`src/rtl/avg_sched_pkg.sv`:
```
// Shared types and width helpers for the round-robin averaging scheduler.
package avg_sched_pkg;

  typedef logic [1:0] state_t;

  localparam state_t IDLE    = 2'd0;
  localparam state_t COLLECT = 2'd1;
  localparam state_t DONE    = 2'd2;

  // A single channel still needs a one-bit index field.
  function automatic int ch_width(input int nch);
    return (nch > 1) ? $clog2(nch) : 1;
  endfunction

  // One extra bit so the counter can represent N itself.
  function automatic int cnt_width(input int n);
    return $clog2(n) + 1;
  endfunction

endpackage

```
`src/rtl/avg_scheduler_if.sv`:
```
// Sample-request and averaged-result bundle between sources, scheduler and consumers.
interface avg_scheduler_if #(
  parameter int NCH = 4,
  parameter int BW  = 4
);
  import avg_sched_pkg::*;

  localparam int CH_W = ch_width(NCH);

  logic                en;
  logic                busy;
  logic [NCH-1:0]      req_valid;
  logic [NCH*BW-1:0]   req_data;
  logic [NCH-1:0]      req_ready;
  logic                out_val;
  logic [BW-1:0]       out_avg;
  logic [CH_W-1:0]     out_ch;

  modport master (
    output en, req_valid, req_data,
    input  req_ready, out_val, out_avg, out_ch, busy
  );

  modport slave (
    input  en, req_valid, req_data,
    output req_ready, out_val, out_avg, out_ch, busy
  );

endinterface

```
`src/rtl/avg_scheduler_rr_arbiter.sv`:
```
// Combinational rotate-priority pick: first requester at or above ptr, wrapping upward.
module rr_arbiter #(
  parameter int NCH  = 4,
  parameter int CH_W = 2
) (
  input  logic [NCH-1:0]  req,
  input  logic [CH_W-1:0] ptr,
  output logic [CH_W-1:0] gnt_idx,
  output logic            gnt_any
);

  // NOTE: every output gets a default before the loop so no latch is inferred.
  always_comb begin
    gnt_idx = '0;
    gnt_any = 1'b0;
    // Walk from the farthest offset down so the nearest requester wins last.
    for (int i = NCH - 1; i >= 0; i--) begin
      if (req[(int'(ptr) + i) % NCH]) begin
        gnt_idx = CH_W'((int'(ptr) + i) % NCH);
        gnt_any = 1'b1;
      end
    end
  end

endmodule

```
`src/rtl/avg_scheduler.sv`:
```
// Time-shares one N-sample averaging datapath between NCH round-robin requesters.
module avg_scheduler
  import avg_sched_pkg::*;
#(
  parameter int NCH = 4,
  parameter int N   = 4,
  parameter int BW  = 4
) (
  input  logic            clk,
  input  logic            rst,
  avg_scheduler_if.slave  bus
);

  localparam int CH_W  = ch_width(NCH);
  localparam int CNT_W = cnt_width(N);
  localparam int LOG_N = $clog2(N);
  localparam int ACC_W = BW + LOG_N;

  state_t            state;
  logic [CH_W-1:0]   grant;
  logic [CH_W-1:0]   rr_ptr;
  logic [CH_W-1:0]   arb_idx;
  logic              arb_any;
  logic [ACC_W-1:0]  accum;
  logic [ACC_W-1:0]  accum_nxt;
  logic [CNT_W-1:0]  count;
  logic [BW-1:0]     sample;
  logic              accept;
  logic [BW-1:0]     avg_q;
  logic [CH_W-1:0]   ch_q;

  rr_arbiter #(
    .NCH  (NCH),
    .CH_W (CH_W)
  ) u_arb (
    .req     (bus.req_valid),
    .ptr     (rr_ptr),
    .gnt_idx (arb_idx),
    .gnt_any (arb_any)
  );

  assign sample    = bus.req_data[grant*BW +: BW];
  assign accept    = (state == COLLECT) && bus.req_valid[grant];
  assign accum_nxt = accum + ACC_W'(sample);

  // Ready comes from registers only, so sources see no path from their own valid.
  always_comb begin
    bus.req_ready = '0;
    if (state == COLLECT) bus.req_ready[grant] = 1'b1;
  end

  assign bus.busy    = (state != IDLE);
  assign bus.out_val = (state == DONE);
  assign bus.out_avg = avg_q;
  assign bus.out_ch  = ch_q;

  // NOTE: sequential state uses non-blocking assignments so every register
  // samples the pre-edge values of its neighbours.
  always_ff @(posedge clk or posedge rst) begin
    if (rst) begin
      state  <= IDLE;
      grant  <= '0;
      rr_ptr <= '0;
      accum  <= '0;
      count  <= '0;
      avg_q  <= '0;
      ch_q   <= '0;
    end else begin
      case (state)
        IDLE: begin
          if (bus.en && arb_any) begin
            grant <= arb_idx;
            accum <= '0;
            count <= '0;
            state <= COLLECT;
          end
        end
        COLLECT: begin
          if (accept) begin
            accum <= accum_nxt;
            count <= count + 1'b1;
            if (count == CNT_W'(N - 1)) begin
              // Top BW bits of the full-width sum are the truncated mean.
              avg_q  <= accum_nxt[ACC_W-1 -: BW];
              ch_q   <= grant;
              rr_ptr <= (grant == CH_W'(NCH - 1)) ? '0 : grant + 1'b1;
              state  <= DONE;
            end
          end
        end
        DONE:    state <= IDLE;
        default: state <= IDLE;
      endcase
    end
  end

endmodule

```
`src/flat_wrapper.sv`:
```
// flat-port wrapper written by rule: the top's interface ports become plain ports
module avg_scheduler_flat import avg_sched_pkg::*;
#(
  parameter int NCH = 4,
  parameter int N   = 4,
  parameter int BW  = 4
)
  (clk, rst, bus_en, bus_req_valid, bus_req_data, bus_req_ready, bus_out_val, bus_out_avg, bus_out_ch, bus_busy);
  avg_scheduler_if #(.NCH(NCH), .BW(BW)) bus_i ();
  input  logic clk;
  input  logic rst;
  input wire logic [$bits(bus_i.en)-1:0] bus_en;
  input wire logic [$bits(bus_i.req_valid)-1:0] bus_req_valid;
  input wire logic [$bits(bus_i.req_data)-1:0] bus_req_data;
  output wire logic [$bits(bus_i.req_ready)-1:0] bus_req_ready;
  output wire logic [$bits(bus_i.out_val)-1:0] bus_out_val;
  output wire logic [$bits(bus_i.out_avg)-1:0] bus_out_avg;
  output wire logic [$bits(bus_i.out_ch)-1:0] bus_out_ch;
  output wire logic [$bits(bus_i.busy)-1:0] bus_busy;
  assign bus_i.en = bus_en;
  assign bus_i.req_valid = bus_req_valid;
  assign bus_i.req_data = bus_req_data;
  assign bus_req_ready = bus_i.req_ready;
  assign bus_out_val = bus_i.out_val;
  assign bus_out_avg = bus_i.out_avg;
  assign bus_out_ch = bus_i.out_ch;
  assign bus_busy = bus_i.busy;
  avg_scheduler #(.NCH(NCH), .N(N), .BW(BW)) u_core (.clk(clk), .rst(rst), .bus(bus_i));
endmodule
```
`config.mk`:
```
export PLATFORM = sky130hd
export DESIGN_NAME = avg_scheduler_flat
export DESIGN_NICKNAME = d
export VERILOG_FILES = /design/src/rtl/avg_sched_pkg.sv /design/src/rtl/avg_scheduler_if.sv /design/src/rtl/avg_scheduler_rr_arbiter.sv /design/src/rtl/avg_scheduler.sv /design/src/flat_wrapper.sv
export SDC_FILE = /design/constraint.sdc
export NUM_CORES = 1
export LEC_CHECK = 0
export BUFFER_PORTS_ARGS = -buffer_cell sky130_fd_sc_hd__buf_2
export CORE_MARGIN = 1
export CORE_UTILIZATION = 45
export CTS_CLUSTER_SIZE = 14
export DETAILED_ROUTE_END_ITERATION = 16
export PLACE_DENSITY = 0.75
export SYNTH_ARGS = -nofsm -noshare
export SYNTH_HDL_FRONTEND = slang
export SYNTH_HIERARCHICAL = 1
export SYNTH_SLANG_ARGS = --single-unit
```
`constraint.sdc`:
```
create_clock -name clk -period 3.02 [get_ports clk]
set_clock_uncertainty 0.2 [all_clocks]
set_input_delay 0.453 -clock clk [delete_from_list [all_inputs] [get_ports clk]]
set_output_delay 0.453 -clock clk [all_outputs]
set_load 0.005 [all_outputs]
```
Yosys cells after proc, flatten, opt, wreduce, memory -nomap -nowiden
Index checks and enable logic that the tools add are counted.
W data, S select, Z words.
{ "totals": {"ff_bits": 21, "word_cells": 78, "memories": 0, "input_bits": 23, "romBits": 0, "latchBits": 0, "out_inout_bits": 12, "ramBits": 0} }
{ "classes": {"reduce_logical": 13, "n_mux": 35, "magnitude_cmp": 6, "n_eq_ne": 7, "div": 0, "n_mul": 0, "shift": 1, "n_addsub": 6, "bitwise": 3} }
{ "ops": {"columns": ["cell", "n"], "rows": [
  ["$mux W2", 8],
  ["$shiftx A16 B5 Y4", 1],
  ["$mux W1", 13],
  ["$lt A3 B4 Y1 const B", 3],
  ["$mux W6", 2],
  ["$pmux W6 S2", 1],
  ["$bmux W1 S2", 5],
  ["$reduce_and A3 Y1", 3],
  ["$add A6 B4 Y6", 1],
  ["$lt A2 B3 Y1 const B", 2],
  ["$mux W3", 2],
  ["$pmux W3 S2", 1],
  ["$reduce_or A2 Y1", 3],
  ["$add A2 B1 Y2 const B", 2],
  ["$add A2 B2 Y2 const B", 2],
  ["$eq A2 B2 Y1 const B", 2],
  ["$mux W4", 1],
  ["$ne A2 B1 Y1 const B", 2],
  ["$pmux W2 S2", 1],
  ["$reduce_bool A2 Y1", 2],
  ["$add A3 B1 Y3 const B", 1],
  ["$and A1 B1 Y1 const A", 3],
  ["$eq A3 B2 Y1 const B", 1],
  ["$logic_and A1 B1 Y1", 3],
  ["other kinds (6)", 6]
]} }

Longest topological paths before layout
{ "logic_depth": {"word_depth": 13, "ltp_mapped": 8, "mapped_depth_nobuf": 7} }

Hierarchy
Netlist, hierarchy kept.
{ "by_module_without_submodules": {"columns": ["mod", "area_per_inst_um2", "cells_per_inst", "seq_area_each_um2", "instances"], "rows": [
  ["avg_scheduler", 1214.9, 100, 525.5, 1],
  ["rr_arbiter", 77.6, 13, 0.0, 1]
]} }

Worst setup path after synthesis
No wires, ideal clock.
{ "synth_path": {"kind": "flip-flop to flip-flop", "from": "register u_core.grant[0]", "to": "register u_core.avg_q[2] (netlist: u_core/bus.out_avg[2])", "path_stages_with_launch": 9, "slack_ps": 448, "synth_period_minus_slack_ps": 2572, "t_arrival_ps": 2247, "t_required_ps": 2695, "path_buffers": 1, "setup_time_ps": 125, "path_cell_list": "dfrtp_1 -> buf_6 -> mux4_2 -> ha_1 -> fa_1 -> a21o_1 -> a21oi_1 -> xnor2_1 -> mux2_4"} }
{ "synth_via": {"elab_chain_len": 4, "word_cells_on_any_way": 6, "cone_classes": "add/sub (1); shift (1); mux (2); reduce/logical (2)"} }
{ "synth_lines": {"columns": ["element", "line_no", "rtl"], "rows": [
  ["start: declaration", "avg_scheduler.sv:20", "logic [CH_W-1:0] grant;"],
  ["start signal: assignment", "avg_scheduler.sv:72", "grant <= arb_idx;"],
  ["branches (longest 4 deep; another with $add A6 B4 Y6)", null, null],
  ["end signal: assignment", "avg_scheduler.sv:84", "avg_q <= accum_nxt[ACC_W-1 -: BW];"],
  ["end: declaration", "avg_scheduler.sv:29", "logic [BW-1:0] avg_q;"]
]} }
Parallel ways; which one is timed is not known. The select of a mux whose other input is x is not followed.
A chain may end at the register's enable or synchronous reset.

Final worst setup path
Same ends and word-level chain as after synthesis.

==> results.cfg <==
[outcome]
status = finished, final reports clean

[worst_setup_path]
start_kind = register
crit_type = register to register
crit_path_max_fanout = 9
arrival_ns = 2.89
critPathCaptureType = register
cp.required_ns = 3.03
rrSetupSlack_ns = 0.15

[yosys]
ys_seq_area_frac = 0.407
synth_seq_cells = 21
synth_ff_type = dfrtp_1
synth-edff-count = 0
ys.warnings.count = 6
netlist_instances = 113
syn_area_um2 = 1290
syn-num-nets = 147
async_flop_share = 1.00
avgSynthCellArea_um2 = 11.4
ys_types = 35

[finish]
antenna_cells = 0
multi_input_area_um2 = 723
finish.utilization = 0.554
area_delta_synth_final_pct = 17.1
fin_nets = 184
fillerInstances = 240
seq_area_um2 = 526
drive_gt1_frac = 0.342

[drt]
drtAntennaViolNets = 0
drtIter0Drc = 29
drc_errors = 0
wirelength_um = 2650
routedWlPerCell_um = 14.7
first_pass_iters = 4
drt-vias-per-instance = 5.68
vias = 1023

[flow_run]
cap_violations = 0

[placed_design]
gp_congestion = 0.801
post-place-ws_ns = 0.178
dp_hpwl_um = 2100
port_buffers = 34

[cts]
htreeDepth = 1
cts_made_buffers = 3
cts_setup_buffers = 0
cts-root-buf = clkbuf_4
clock_latency_ns = 0.32
cts.sinks = 21
cts_hold_buf = 0
tritoncts = yes
ctsResizeCount = 0
path_clk_slew_ns = 0.12
ctsLongestPathBuffers = 2

[power]
ir_worst_vdd_v = 0.000600
leakage_nw = 0.755
p_int_mw = 0.879
seqPwrFrac = 0.358
power.total_mw = 1.50
pwr-share-comb = 0.548
p_clk_frac = 0.093
power_density_nw_per_um2 = 988
p_sw_mw = 0.616
p_sw_frac = 0.412

[die]
dieArea_um2 = 3090
dieWidth_um = 55.6
io_pins = 35
row_count = 19
core_area_um2 = 2730
die_height_um = 55.6
start_util = 0.473

[sta]
rsz0062_at_grt = no
tns_ns = 0
report.final.slew_viol_count = 0
slew_headroom = 0.494
fin_crit_sh = 0.952
finalSetupViolCount = 0
hold_viol = 0
period_needed_ns = 2.87
fmax_mhz = 348
layout_setup_ws_ns = 0.145
tightest_slew_ns = 0.758

[grt]
grtUsageTotal = 0.193
grt_pass1_vias = 979
grt_pass1_wl_um = 4530
antenna_found_initial = 0
grt_max_degree = 22
overflow = 0

[worst_hold_path]
hp-class = primary input to asynchronous set/reset pin
[sequential cells by signal, indices dropped and copies added (netlist names)]
name	flops
u_core/state	2
u_core/bus.out_ch	2
u_core/bus.out_avg	4
u_core/grant	2
u_core/accum	6
u_core/count	3
u_core/rr_ptr	2
[synth_stat cells, types with 3 or more instances]
cell type | instances | area (um2)
o21ai_0 | 10 | 50.1
ha_1 | 10 | 125
a21oi_1 | 4 | 20.0
a22o_1 | 5 | 43.8
nor2_1 | 4 | 15.0
nand2_1 | 14 | 52.6
xnor2_1 | 4 | 35.0
mux4_2 | 3 | 67.6
dfrtp_1 | 21 | 526
inv_1 | 4 | 15.0
and2_1 | 4 | 25.0
[placed cells by master (no fill, tap or decap), types with 2 or more instances in the layout]
cell type | Yosys | final
ha_1 | 10 | 10
clkbuf_4 | 0 | 3
nor2b_1 | 2 | 2
dfrtp_1 | 21 | 21
nor2_1 | 4 | 4
o21ai_0 | 10 | 10
xnor2_1 | 4 | 4
buf_2 | 0 | 34
nand2_1 | 14 | 14
a22o_1 | 5 | 5
mux4_1 | 2 | 2
and2_1 | 4 | 4
a21o_1 | 2 | 2
and3_1 | 2 | 2
inv_1 | 4 | 4
mux4_2 | 3 | 3
a21oi_1 | 4 | 4
mux2_4 | 2 | 2
nand2b_1 | 2 | 2
[kinds of logic (layout without fill, tap and decap cells)]
logic type | count (synthesis) | count (layout) | share of synthesized area
buffers and inverters | 8 | 44 | 0.0339
adder cells (fa/ha/maj) | 11 | 11 | 0.112
flip-flops | 21 | 21 | 0.407
AO/OA/AOI/OAI | 27 | 27 | 0.148
XOR/XNOR | 4 | 4 | 0.0271
AND/OR/NAND/NOR | 33 | 33 | 0.139
multiplexers | 9 | 9 | 0.133
[worst max-delay path, stage by stage, from the launching register on]
cell,delay (ns)
dfrtp_1,0.62
mux4_2,0.56
ha_1,0.23
fa_1,0.42
a21o_1,0.19
a21oi_1,0.18
xnor2_1,0.10
mux2_4,0.26
[layout make-up]
type	instances	area share
Clock buffer	3	0.0149
Clock inverter	1	0.00331
Timing Repair Buffer	35	0.117
Inverter	5	0.0140
Sequential cell	21	0.347
Multi-Input combinational cell	84	0.478
Tap cell	31	0.0256
[metal layers]
metal  vias to the layer above  track usage  share of wire
met5                         -            0              0
met4                         0        0.114          0.034
met3                         8       0.0279          0.037
met2                        30        0.318           0.51
met1                       503        0.240           0.42
li1                        482            -              -
[final timing paths]
path                                  from                    end  cells after the start
setup reg to reg           u_core/grant[0]  u_core/bus.out_avg[2]                      7
hold reg to reg            u_core/count[2]        u_core/count[2]                      2
setup / recovery           u_core/grant[0]  u_core/bus.out_avg[2]                      7
min in group clk                    bus_en        u_core/state[0]                      3
hold / removal                         rst        u_core/state[0]                      2
max in group asynchronous              rst        u_core/accum[1]                      2
[metrics by stage]
step	cell area [um2]	hold slack (ns)	std cells
final	1510	0.0475	180
after global routing	1510	0.105	180
after detailed placement	1490	0.274	176
after global placement	1490	0.263	176
after CTS	1510	0.0680	180
after floorplan	1290	0.230	113
[power by group through the flow]
stage | Clock, mW | Sequential, mW | Combinational, mW
floorplan | 0 | 0.499 | 0.636
global placement | 0 | 0.527 | 0.771
detailed placement | 0 | 0.541 | 0.815
CTS | 0.146 | 0.535 | 0.819
global route | 0.158 | 0.556 | 0.928
finish | 0.140 | 0.536 | 0.820
(Power assumes the default switching activity.)
